[src/rtl/mul_add_seq.sv]
// Sequential shift-add multiply-accumulate: p = a * b + c, 32-bit unsigned operands, exact 64-bit result.
// Latency: 32 clocks from the accepting edge to the done pulse; one partial product per clock.
// Backpressure: start is only sampled while busy=0; operands and start are ignored during a run.
module mul_add_seq (
    input  logic        clk,
    input  logic        rst_n,
    input  logic        start,
    input  logic [31:0] a,
    input  logic [31:0] b,
    input  logic [31:0] c,
    output logic        busy,
    output logic        done,
    output logic [63:0] p
);

    typedef enum logic [1:0] {
        IDLE = 2'd0,
        RUN  = 2'd1,
        DONE = 2'd2
    } state_t;

    state_t      state;
    state_t      state_nxt;
    logic [31:0] mreg;
    logic [63:0] mcand;
    logic [63:0] acc;
    logic [63:0] acc_nxt;
    logic [4:0]  cnt;

    // busy and done decode straight from the state register, so they are
    // registered and can never be high together.
    assign busy = (state == RUN);
    assign done = (state == DONE);

    // Conditional add of the current partial product; the 64-bit sum cannot
    // overflow because the largest result is 2^64 - 2^32.
    assign acc_nxt = mreg[0] ? (acc + mcand) : acc;

    // State register.
    always_ff @(posedge clk or negedge rst_n) begin
        if (!rst_n) begin
            state <= IDLE;
        end else begin
            state <= state_nxt;
        end
    end

    // Next-state logic: a start in DONE is accepted back-to-back.
    always_comb begin
        state_nxt = state;
        case (state)
            IDLE: begin
                if (start) begin
                    state_nxt = RUN;
                end
            end
            RUN: begin
                if (cnt == 5'd31) begin
                    state_nxt = DONE;
                end
            end
            DONE: begin
                state_nxt = start ? RUN : IDLE;
            end
            default: begin
                state_nxt = IDLE;
            end
        endcase
    end

    // Datapath: latch operands on accept, iterate one bit per clock, and
    // publish the result only on the final iteration so p holds otherwise.
    always_ff @(posedge clk or negedge rst_n) begin
        if (!rst_n) begin
            mreg  <= '0;
            mcand <= '0;
            acc   <= '0;
            cnt   <= '0;
            p     <= '0;
        end else begin
            case (state)
                IDLE, DONE: begin
                    if (start) begin
                        mreg  <= a;
                        mcand <= {32'b0, b};
                        acc   <= {32'b0, c};
                        cnt   <= '0;
                    end
                end
                RUN: begin
                    acc   <= acc_nxt;
                    mcand <= mcand << 1;
                    mreg  <= mreg >> 1;
                    cnt   <= cnt + 5'd1;
                    if (cnt == 5'd31) begin
                        p <= acc_nxt;
                    end
                end
                default: begin
                end
            endcase
        end
    end

endmodule

[config.mk]
export PLATFORM = sky130hd
export DESIGN_NAME = mul_add_seq
export DESIGN_NICKNAME = d
export VERILOG_FILES = /design/src/rtl/mul_add_seq.sv
export SDC_FILE = /design/constraint.sdc
export NUM_CORES = 1
export LEC_CHECK = 0
export CORE_AREA = 2 2 156 196
export CTS_CLUSTER_DIAMETER = 100
export CTS_CLUSTER_SIZE = 14
export DETAILED_ROUTE_END_ITERATION = 8
export DIE_AREA = 0 0 158 198
export PLACE_DENSITY = 0.68
export SYNTH_ARGS = -nofsm -noshare
export SYNTH_HDL_FRONTEND = slang
export SYNTH_SLANG_ARGS = --single-unit
[constraint.sdc]
create_clock -name clk -period 7.8 [get_ports clk]
set_input_delay 0.78 -clock clk [delete_from_list [all_inputs] [get_ports clk]]
set_output_delay 0.78 -clock clk [all_outputs]
set_load 0.1 [all_outputs]
==> results_dict.tcl <==
set metrics [dict create \
    grt_max_degree 101 \
    synth-edff-count 0 \
    worstSetupEndpointType "register" \
    start_util 0.452 \
    post-route-util 0.534 \
    numCtsBuffers 20 \
    antenna_left 0 \
    synth_cell_type_count 73 \
    syn-num-nets 1654 \
    cts-root-buf "clkbuf_16" \
    vias 11526 \
    cp.required_ns 8.20 \
    layout.nets 1754 \
    synth_area_leaders "dfrtp_1 43%, nand2_1 7.7%, ha_1 6.1%, a22oi_1 5.3%, o21ai_0 5.2%" \
    r2r_cells 12 \
    final_max_slew_viol_count 0 \
    synth_cells 1489 \
    reg2reg_from "mcand[0]" \
    ys_async_sr_fraction 1.00 \
    finalSetupViolCount 0 \
    r2r-end "p[34]" \
    slew-limit-headroom 0.259 \
    grt_pass1_vias 11449 \
    dp_hpwl_um 26500 \
    drt-initial-drc-count 688 \
    fin_crit_sh 0.519 \
    holdBufCountCts 0 \
    post-cts-setup-buffer-count 0 \
    drt_pass1_iterations 5 \
    worst-setup-path-type "register to register" \
    ys.flop_type "dfrtp_1" \
    yosysTopAreaCellShare 0.431 \
    fmax_mhz 247 \
    grt_overflow 0 \
    numClockSinks 231 \
    clk_latency_ns 0.52 \
    hold_path.class "input port to async pin" \
    wl_per_cell_um 18.8 \
    cts_max_level 1 \
    rsz0062_at_grt "false" \
    coreArea_mm2 0.0297 \
    drc 0 \
    ios 165 \
    cts_tree "built" \
    post_cts_resized 0 \
    yosysTopAreaCell "dfrtp_1" \
    syn_area_mm2 0.0134 \
    rrSetupSlack_ns 3.75 \
    port_buffers 164 \
    placed_cell_area_mm2 0.0153 \
    fin_skew_ns 0.0127 \
    status "complete, no violations" \
    fillers 2785 \
    worstPathArrival_ns 4.45 \
    tightest_slew_ns 1.11 \
    finalSetupTns_ns 0 \
    hold_violations 0 \
    yosysWarningCount 0 \
    die_w_um 158 \
    synth_seq_cells 231 \
    via_per_inst 5.79 \
    die_h_um 198 \
    syn_avg_cell_area_um2 9.01 \
    path_max_fanout 4 \
    grt_usage 0.241 \
    antenna_cells 0 \
    area_growth_syn_to_layout_pct 18.1 \
    fin_area_mm2 0.0159 \
    routed_wl_um 37400 \
    rows 71 \
    grt_pass1_wl_um 60200 \
    place_congestion 0.940 \
    layout-drive-gt1-share 0.0459 \
    cap_violations 0 \
    clockBufferDepth 3 \
    ys_seq_area_frac 0.431 \
    path_clk_slew_ns 0.07 \
    die-area_mm2 0.0313 \
    period_minus_slack_ns 4.05 \
    grt_antenna_before_repair 0 \
    critPathLaunchType "register" \
]
[worst max-delay path by stage]
stage	end	slack, ns	from
2_1_floorplan	p[34]	4.66	mcand[0]
3_3_place_gp	acc[27]	3.77	start
3_5_place_dp	acc[21]	3.70	start
4_1_cts	busy	3.90	state[0]
5_1_grt	p[34]	3.68	mcand[0]
6_report	p[34]	3.75	mcand[0]
[stage by stage]
step	setup slack, ns	hold slack, ns	cells
floorplan	4.66	0.446	1489
CTS	3.90	0.330	1991
global placement	3.77	0.454	1968
finish	3.75	0.303	1991
global route	3.68	0.366	1991
detailed placement	3.70	0.460	1968
[cells in the mapped netlist (26+ instances only)]
cell type	n
nand2_1	274
dfrtp_1	231
o21ai_0	140
a21oi_1	99
clkbuf_1	95
a22oi_1	94
ha_1	65
nand3_1	44
nor2_1	42
xnor2_1	37
a22o_1	36
a21o_1	33
mux2i_1	33
inv_1	31
nand4_1	26
[critical path, stage by stage (launching register included)]
cell and delay, ns:
dfrtp_1 0.40, ha_1 0.21, fa_1 0.26, a211oi_1 0.11, o21ai_2 0.26, o2111ai_2 0.21, a2111oi_4 0.57, a41oi_2 0.32
o21ai_0 0.70, a31oi_1 0.26, xor2_1 0.25, mux2i_1 0.10, mux2_2 0.29
[state kept, by name (all words and copies together), names as in the netlist]
name / count
state: 2
mreg: 32
mcand: 64
p: 64
acc: 64
cnt: 5
[cells in the final DEF (no fill, tap or decap), types with 3 or more instances in the layout]
master and n:
a211o_1 4, a211oi_1 4, a21o_1 33, a21oi_1 99
a221oi_1 3, a22o_1 36, a22oi_1 94, a311oi_1 6
a31o_2 3, a31oi_1 11, and2_1 3, and3_1 13
buf_4 14, clkbuf_16 21, clkdlybuf4s50_1 163, dfrtp_1 230
ha_1 65, inv_1 31, mux2_2 12, mux2i_1 33
nand2_1 273, nand2b_1 7, nand3_1 44, nand4_1 26
nor2_1 41, nor2b_1 9, nor3_1 13, o211ai_1 7
o21a_1 11, o21ai_0 140, o21ai_1 3, o21bai_1 15
o22ai_1 4, o31a_1 4, or2_2 3, or3_1 3
or4_1 3, xnor2_1 37, xor2_1 23
[per-layer routing]
layer	vias up	share of wire	GRT usage
li1	5574	-	-
met1	5575	0.42	0.307
met2	302	0.51	0.424
met3	75	0.042	0.0267
met4	0	0.030	0.0797
met5	-	0	0
[area by class of cell]
cell class | count | area (um^2) | share of cell area
multi-input combinational | 1126 | 7160 | 0.452
inverter | 32 | 121 | 0.00766
clock buffer | 22 | 529 | 0.0334
clock inverter | 1 | 8.76 | 0.000552
tap | 401 | 502 | 0.0316
sequential | 231 | 5780 | 0.365
timing repair buffer | 178 | 1750 | 0.110
[logic make-up (layout without fill, tap and decap cells)]
logic type,count (synthesis),in the layout,share of synthesized area
buf+inv,132,233,0.0370
flops,231,231,0.431
fa+ha+maj,66,66,0.0621
compound gates,506,506,0.249
simple gates,448,448,0.146
mux,46,46,0.0355
xor+xnor,60,60,0.0392
Power is not shown: default switching activity piles up to over one toggle a cycle in this logic, so the estimate is an artifact.
